`config.mk`:
```
export PLATFORM = sky130hd
export DESIGN_NAME = clk_div_counter_flat
export DESIGN_NICKNAME = d
export VERILOG_FILES = /design/src/rtl/clk_div_counter_if.sv /design/src/rtl/clk_div_counter.sv /design/src/flat_wrapper.sv
export SDC_FILE = /design/constraint.sdc
export NUM_CORES = 1
export LEC_CHECK = 0
export ABC_CLOCK_PERIOD_IN_PS = 2500
export CAP_MARGIN = 10
export CELL_PAD_IN_SITES_DETAIL_PLACEMENT = 2
export CELL_PAD_IN_SITES_GLOBAL_PLACEMENT = 2
export CORE_MARGIN = 3
export CORE_UTILIZATION = 25
export DETAILED_ROUTE_END_ITERATION = 16
export PLACE_DENSITY = 0.57
export RECOVER_POWER = 100
export SYNTH_ARGS = -nofsm -noshare
export SYNTH_HDL_FRONTEND = slang
export SYNTH_SLANG_ARGS = --single-unit
```
`constraint.sdc`:
```
create_clock -name clk1 -period 2.5 [get_ports clk1]
set_input_delay 0.5 -clock clk1 [delete_from_list [all_inputs] [get_ports clk1]]
set_output_delay 0.5 -clock clk1 [all_outputs]
set_load 0.005 [all_outputs]
```
`src/rtl/clk_div_counter_if.sv`:
```
// ---------------------------------------------------------------------------
// clk_div_counter_if
// Groups the control/status signals of clk_div_counter.
//   en        count enable (master -> slave)
//   div_val   requested divisor N (master -> slave)
//   div_load  one-cycle strobe that captures div_val (master -> slave)
//   div_ack   one-cycle pulse when a new divisor takes effect (slave -> master)
//   div_err   one-cycle pulse on a rejected load (slave -> master); exists
//             only when CLK_DIV_RANGE_CHECK_EN is defined
//   clk2_out  registered divided clock (slave -> master)
//   tick      one-cycle pulse on the first high cycle of clk2_out
// Handshake: div_load is a fire-and-forget strobe (no ready); the request is
// taken in the cycle it is high, and completion is reported by div_ack (or
// div_err) as a single-cycle pulse.
// ---------------------------------------------------------------------------
interface clk_div_counter_if #(
  parameter int WIDTH = 8
);
  logic             en;
  logic [WIDTH-1:0] div_val;
  logic             div_load;
  logic             div_ack;
`ifdef CLK_DIV_RANGE_CHECK_EN
  logic             div_err;
`endif
  logic             clk2_out;
  logic             tick;

  modport master (
    output en,
    output div_val,
    output div_load,
    input  div_ack,
`ifdef CLK_DIV_RANGE_CHECK_EN
    input  div_err,
`endif
    input  clk2_out,
    input  tick
  );

  modport slave (
    input  en,
    input  div_val,
    input  div_load,
    output div_ack,
`ifdef CLK_DIV_RANGE_CHECK_EN
    output div_err,
`endif
    output clk2_out,
    output tick
  );
endinterface

```
`src/rtl/clk_div_counter.sv`:
```
// ---------------------------------------------------------------------------
// clk_div_counter
// Programmable integer clock divider. Produces a registered divided clock
// (clk2_out, high ceil(N/2) / low floor(N/2) cycles, period N) that feeds the
// downstream Clock_Divider buffer stage, plus a one-cycle tick coincident with
// each clk2_out rising edge. A new divisor is only applied at a period
// boundary, so the buffered clock never sees a runt pulse.
//
// Ports:
//   clk1  source clock (single clock domain)
//   rst   synchronous, active-high reset
//   bus   clk_div_counter_if.slave (en, div_val, div_load, div_ack,
//         [div_err], clk2_out, tick)
//
// Configuration macro: CLK_DIV_RANGE_CHECK_EN
//   defined     -> loads with div_val < 2 are rejected and div_err pulses
//   not defined -> div_val < 2 is clamped to 2 and the load proceeds
// ---------------------------------------------------------------------------
module clk_div_counter #(
  parameter int WIDTH       = 8,
  parameter int DEFAULT_DIV = 4
) (
  input  logic               clk1,
  input  logic               rst,
  clk_div_counter_if.slave   bus
);

  logic [WIDTH-1:0] cnt;
  logic [WIDTH-1:0] cur_div;
  logic [WIDTH-1:0] pend_div;
  logic             pend_valid;

  logic             clk2_q;
  logic             tick_q;
  logic             ack_q;

  logic             wrap;
  logic [WIDTH-1:0] cnt_inc;
  logic [WIDTH:0]   half;

  // half is ceil(cur_div/2); one extra bit so cur_div = 2^WIDTH-1 cannot overflow
  always_comb begin
    wrap    = (cnt == (cur_div - 1'b1));
    cnt_inc = cnt + 1'b1;
    half    = ({1'b0, cur_div} + 1'b1) >> 1;
  end

`ifdef CLK_DIV_RANGE_CHECK_EN
  logic err_q;
  assign bus.div_err = err_q;
`endif

  always_ff @(posedge clk1) begin
    if (rst) begin
      cnt        <= WIDTH'(DEFAULT_DIV - 1);
      cur_div    <= WIDTH'(DEFAULT_DIV);
      pend_div   <= WIDTH'(DEFAULT_DIV);
      pend_valid <= 1'b0;
      clk2_q     <= 1'b0;
      tick_q     <= 1'b0;
      ack_q      <= 1'b0;
`ifdef CLK_DIV_RANGE_CHECK_EN
      err_q      <= 1'b0;
`endif
    end else begin
      tick_q <= 1'b0;
      ack_q  <= 1'b0;
`ifdef CLK_DIV_RANGE_CHECK_EN
      err_q  <= 1'b0;
`endif

      if (bus.en) begin
        if (wrap) begin
          cnt    <= '0;
          clk2_q <= 1'b1;
          tick_q <= 1'b1;
          if (pend_valid) begin
            cur_div    <= pend_div;
            pend_valid <= 1'b0;
            ack_q      <= 1'b1;
          end
        end else begin
          cnt    <= cnt_inc;
          clk2_q <= ({1'b0, cnt_inc} < half);
        end
      end

      // Placed after the wrap logic on purpose: a load in the same cycle as a
      // wrap overrides the pend_valid clear, so it lands at the next wrap.
      if (bus.div_load) begin
`ifdef CLK_DIV_RANGE_CHECK_EN
        if (bus.div_val < WIDTH'(2)) begin
          err_q <= 1'b1;
        end else begin
          pend_div   <= bus.div_val;
          pend_valid <= 1'b1;
        end
`else
        pend_div   <= (bus.div_val < WIDTH'(2)) ? WIDTH'(2) : bus.div_val;
        pend_valid <= 1'b1;
`endif
      end
    end
  end

  assign bus.clk2_out = clk2_q;
  assign bus.tick     = tick_q;
  assign bus.div_ack  = ack_q;

endmodule
```
`src/flat_wrapper.sv`:
```
// flat-port wrapper written by rule: the top's interface ports become plain ports
module clk_div_counter_flat 
#(
  parameter int WIDTH       = 8,
  parameter int DEFAULT_DIV = 4
)
  (clk1, rst, bus_en, bus_div_val, bus_div_load, bus_div_ack, bus_clk2_out, bus_tick);
  clk_div_counter_if #(.WIDTH(WIDTH)) bus_i ();
  input  logic clk1;
  input  logic rst;
  input wire logic [$bits(bus_i.en)-1:0] bus_en;
  input wire logic [$bits(bus_i.div_val)-1:0] bus_div_val;
  input wire logic [$bits(bus_i.div_load)-1:0] bus_div_load;
  output wire logic [$bits(bus_i.div_ack)-1:0] bus_div_ack;
  output wire logic [$bits(bus_i.clk2_out)-1:0] bus_clk2_out;
  output wire logic [$bits(bus_i.tick)-1:0] bus_tick;
  assign bus_i.en = bus_en;
  assign bus_i.div_val = bus_div_val;
  assign bus_i.div_load = bus_div_load;
  assign bus_div_ack = bus_i.div_ack;
  assign bus_clk2_out = bus_i.clk2_out;
  assign bus_tick = bus_i.tick;
  clk_div_counter #(.WIDTH(WIDTH), .DEFAULT_DIV(DEFAULT_DIV)) u_core (.clk1(clk1), .rst(rst), .bus(bus_i));
endmodule
```
Yosys cells after proc, flatten, opt, wreduce, memory -nomap -nowiden
Index checks and enable logic that the tools add are counted.

word-level totals
  input bits = 12
  output and inout port bits = 3
  logic and storage cells = 29
  register bits = 28

operators by class
  reductions and logical operators = 6
  order comparisons = 2
  add/sub/neg operators = 3
  bitwise gates (word level) = 2
  eq/ne operators = 1
  multiplexer cells = 8

operators with widths
  kind                                                        count
  two-way mux 8 bit                                           2
  adder 8 x 1 -> 9 bit, second input constant                 1
  adder 8 x 1 -> 8 bit, second input constant                 1
  == test 8 bit                                               1
  less-than comparator 8 x 2 -> 1 bit, second input constant  1
  less-than comparator 8 bit                                  1
  subtractor 8 x 1 -> 8 bit, second input constant            1
  two-way mux 1 bit                                           6
  nonzero test 2 bit                                          2
  AND reduction 3 bit                                         1
  OR reduction 3 bit                                          1
  inverter 1 bit                                              2
  AND reduction 2 bit                                         1
  OR reduction 2 bit                                          1

Logic depth before layout (Yosys ltp)
Gate-level depths: netlist of the first run.

  word-level depth = 5
  mapped depth = 11

Least setup slack after synthesis of the first run
OpenSTA, ideal clock, no wires.

  kind = register to register
  from = reg u_core.cur_div[1]
  to = reg u_core.pend_valid
  slack = 0.343 ns
  arrival = 2.024 ns
  cell stages (with the launch flop) = 11
  library setup time = 0.132 ns
  buffers on the path = 2
  cell sequence = dfxtp_1 inv_1 ha_1 clkbuf_1 o21bai_1 a211oi_1 a211oi_2 o22a_4 buf_6 o31ai_1 a21oi_1

between the ends
  cells in the longest elaborated chain, start to end = 4

ends and longest elaborated chain
  item                                  RTL line                source
  from (decl)                           clk_div_counter.sv:29   logic [WIDTH-1:0] cur_div;
  from (signal assigned)                clk_div_counter.sv:56   cur_div <= WIDTH'(DEFAULT_DIV);
  from (signal assigned)                clk_div_counter.sv:78   cur_div <= pend_div;
  subtractor 8 x 1 -> 8 bit             clk_div_counter.sv:43   wrap = (cnt == (cur_div - 1'b1));
  == test 8 bit                         clk_div_counter.sv:43
  nonzero test 2 bit (no source line)   n/a
  AND reduction 2 bit (no source line)  n/a
  to (signal assigned)                  clk_div_counter.sv:58   pend_valid <= 1'b0;
  to (signal assigned)                  clk_div_counter.sv:79   pend_valid <= 1'b0;
  to (signal assigned)                  clk_div_counter.sv:100  pend_valid <= 1'b1;
  to (decl)                             clk_div_counter.sv:31   logic pend_valid;

No other way between the ends.
A chain may end at the register's enable or synchronous reset.

Worst setup path after layout of the first run
  from = reg u_core.cur_div[1]
  to = reg u_core.cnt[2]

between the ends
  cells in the longest elaborated chain, start to end = 3

ends and longest elaborated chain
  item                       RTL line               source
  subtractor 8 x 1 -> 8 bit  clk_div_counter.sv:43
  == test 8 bit              clk_div_counter.sv:43
  two-way mux 8 bit          clk_div_counter.sv:73  if (wrap) begin
  to (signal assigned)       clk_div_counter.sv:55  cnt <= WIDTH'(DEFAULT_DIV - 1);
  to (signal assigned)       clk_div_counter.sv:83  cnt <= cnt_inc;
  to (decl)                  clk_div_counter.sv:28  logic [WIDTH-1:0] cnt;

No other way between the ends.

==> results.txt, run 1 <==
- Count of filler cells inserted in the layout: 829
- Main combinational cell family by area after synthesis: simple AND/OR/NAND/NOR gates
- I/O Buffers: 14
- Ratio of total power to cell area: 525 mW/mm^2
- Of the total synthesized cell area, the portion taken by AND, OR, NAND and NOR gates is 0.222.
* Net total in the final layout: roughly 250
* Total area of sequential cells: 563 sq um
- TritonCTS built the clock tree.
- Worst Tran Pin Value: around 510 ps
* Unique masters post-synth: between 40 and 50
- Hold path start: u_core.pend_div[5]
* Worst slew margin relative to its limit: 0.657
- Setup violations remaining at the end of the flow were counted as 0.
- DIE WIDTH: 92.0 um
- Post-DP HPWL: approximately 4.3 mm
- Detail Route Antenna Nets: 0
* Clock-pin slew on the worst setup and hold paths: 110 ps
- RePlAce Congestion: 0.791
- Xor/xnor cell area share of the yosys netlist: 0.113
- Prevailing post-synth register cell: dfxtp_1
* Post-synthesis compound-gate area fraction: 0.196
* Antenna diode count: 0
- The synthesized design spends more area on one cell type than any other, namely dfxtp_1.
* Static power due to leakage: 0.812 nW
* Synth Net Count: 234
* Placement row count: 30
- Outcome: finished, final reports clean
* Post-cts sizing count: 0
* Layout overhead on the synthesized area: 14.8%
- Worst setup startpoint: u_core.cur_div[1]
- The core region is 0.00698 sq mm.
- For this run, global-route usage on met1 was measured as 0.175.
* Met3 usage in global routing: 0.0164
- The number of global-route vias before repair came to 1,738.
- Clock root cell: clkbuf_8
* Peak clock frequency supported by timing: 0.436 GHz
- By startpoint and endpoint, the worst setup path is classified as reg2reg.
- 15 I/O pins were placed.
* Total vias in the final route: 1,576
* Post CTS Setup Buffer Count: 0
* Starting utilization of the core area: 0.265
- Share of synthesized registers carrying an async set or reset: 0
* Final hold slack: 500 ps
- Period utilization: 0.918
- Final WL: 5.34 mm
- After global routing the overflow that remains totals 0.
- First-pass GRT wire length: about 9 mm
- Endpoint required time on the critical path: ~2700 ps
* Adder and majority cell fraction of the synthesized area: 0.0677
- Area enclosed by the die boundary: 0.00846 sq mm
- Post-detailed-route wirelength per cell: 16.8 um
- STA classifies the critical path startpoint as a register.
- Counting flops with a built-in enable in the synthesized netlist gives 0.
- Average size of a mapped cell: 8.72 sq um
- After technology mapping, the gate count stands at 212.
- Worst vdd ir: 0.265 mV
- Fraction of final layout cells with drive strength greater than 1: 0.108
- Pins Over Slew Limit: 0
- Across the run, the number of max-cap violations was 0.
* Total global-route track usage: 0.131
- The Yosys step of the flow raised 0 warnings.
- Hold buffer count at CTS: 0
- In the global route stage, met2 resource usage came out at 0.231.
- Maximum clock skew at final layout: 7.41 ps
- Iteration count of the initial detailed-routing pass: 4
- Fraction of synthesized area in multiplexers: 0.0271
- Antenna violations before repair: 0
- Sequential share of the synthesized area: 0.303
* Area taken by multi-input logic gates: 0.00113 sq mm
- Crit. End Element: register
- Post-synthesis cell area: 0.00185 sq mm
- Via/cell ratio: approximately 5.0
* Fin crit period: 2290 ps
- RSZ-0062 raised after global routing: false
- Most Crowded Layer GR: met2
* Summed negative setup slack over all endpoints: 0 ps
- Clock buffers created by TritonCTS: 3
- The clock net in this run drives a total of 28 sinks.
* Starting DRT DRC Count: 36
- Number of H-tree levels: 1
- The tightest min-delay check is of the reg2reg type.
- Endpoint arrival time on the critical path: approximately 2400 ps
* Maximum number of pins on one net before global-route repair: 17
* Final hold viol count: 0
- Proportion of netlist area held by the largest area contributor: 0.303
* Flip-flop and latch count after synthesis: 28
- The worst register-to-register path begins at u_core.cur_div[1].
- For this run, design rule violations remaining after detail routing come to 0.
- In this run the deepest clock path goes through 2 buffers.
- Die outline height: around 90 um
- At the later pin of the worst-skew pair, clock insertion delay measures about 280 ps.
* Area contributors post-synth: dfxtp_1 30%, ha_1 6.8%, xor2_1 6.2%, nand3_1 4.6%, xnor2_1 4.3%
* Worst-path fanout max: 13
[critical path, cell delays in order, from the launching register on]
cell and delay, ps:
dfxtp_2 390, inv_1 90, ha_1 310, nor2_1 70
and4_1 210, a211oi_2 280, o22a_4 290, nor2_4 90
a2111oi_0 420
[cells by family after synthesis]
kind of cell	Yosys count
buffers and inverters	25
adder cells (fa/ha/maj)	10
XOR/XNOR	23
AO/OA/AOI/OAI	50
multiplexers	5
AND/OR/NAND/NOR	71
flip-flops	28
[metal layers]
layer,vias up,share of wire,wire (um)
li1,774,-,-
met1,781,0.49,2600
met2,19,0.49,2620
met3,2,0.018,94
met4,0,0.0036,19
met5,-,0,0
[path summary, 6_finish.rpt]
path	endpoint	slack, ps	cells past startpoint
max	u_core.cnt[2]	210	8
min	u_core.cur_div[5]	500	2
max reg2reg	u_core.cnt[2]	210	8
min reg2reg	u_core.cur_div[5]	500	2
[report_power, final]
| part | internal (W) | total [W] | switching (W) |
|---|---|---|---|
| Sequential | 0.000470 | 0.000495 | 0.0000258 |
| Combinational | 0.000110 | 0.000249 | 0.000140 |
| Clock | 0.000215 | 0.000368 | 0.000154 |
[cell usage in the layout (no fill, tap or decap), types with 6 or more instances in the layout]
| cell type | synthesis | routed |
|---|---|---|
| xnor2_1 | 9 | 9 |
| o21ai_0 | 6 | 9 |
| nand2_1 | 9 | 9 |
| o21ai_1 | 9 | 6 |
| nand3_1 | 17 | 17 |
| nor2_1 | 16 | 16 |
| buf_4 | 3 | 8 |
| a21oi_1 | 14 | 14 |
| xor2_1 | 13 | 13 |
| dfxtp_1 | 28 | 26 |
| clkdlybuf4s50_1 | 0 | 9 |
| ha_1 | 10 | 10 |
| inv_1 | 7 | 7 |
[synthesized netlist by cell type, types with 4 or more instances]
cell type  instances
nand2_1            9
o21ai_0            6
inv_1              7
nor2_1            16
nand3_1           17
and3_1             5
a21oi_1           14
clkbuf_1          10
ha_1              10
mux2i_1            5
o21ai_1            9
xnor2_1            9
dfxtp_1           28
nand3b_1           4
xor2_1            13
[area by class of cell]
| class | count | area share |
|---|---|---|
| multi-input cells | 159 | 0.534 |
| well taps | 96 | 0.0566 |
| clock buffers | 3 | 0.0195 |
| flip-flops and latches | 28 | 0.265 |
| repair buffers | 24 | 0.0979 |
| clock inverters | 1 | 0.0142 |
| inverters | 7 | 0.0124 |
[state kept, by name (all words and copies together), names as in the netlist]
| signal | cells |
|---|---|
| u_core.bus.clk2_out | 1 |
| u_core.bus.div_ack | 1 |
| u_core.bus.tick | 1 |
| u_core.cnt | 8 |
| u_core.cur_div | 8 |
| u_core.pend_div | 8 |
| u_core.pend_valid | 1 |
[metrics by stage]
| step | setup WS, ps | utilization | instances | total power, W | cell area (sq um) |
|---|---|---|---|---|---|
| after global placement | 219 | 0.298 | 314 | 0.000764 | 2080 |
| after floorplan | 343 | - | 212 | 0.000682 | 1850 |
| after global routing | 17.0 | 0.304 | 318 | 0.00118 | 2120 |
| after CTS | 102 | 0.308 | 318 | 0.00115 | 2150 |
| after detailed placement | 139 | 0.298 | 314 | 0.000772 | 2080 |
| final | 205 | 0.304 | 318 | 0.00111 | 2120 |
No activity file was read; power rests on OpenSTA's default activity.
==> run 2, diff against run 1 <==
Settings changed: CTS_BUF_LIST set to sky130_fd_sc_hd__clkbuf_4 sky130_fd_sc_hd__clkbuf_8.
==> results of run 2 <==
Final layout, timing and power as in run 1 (identical DEF).
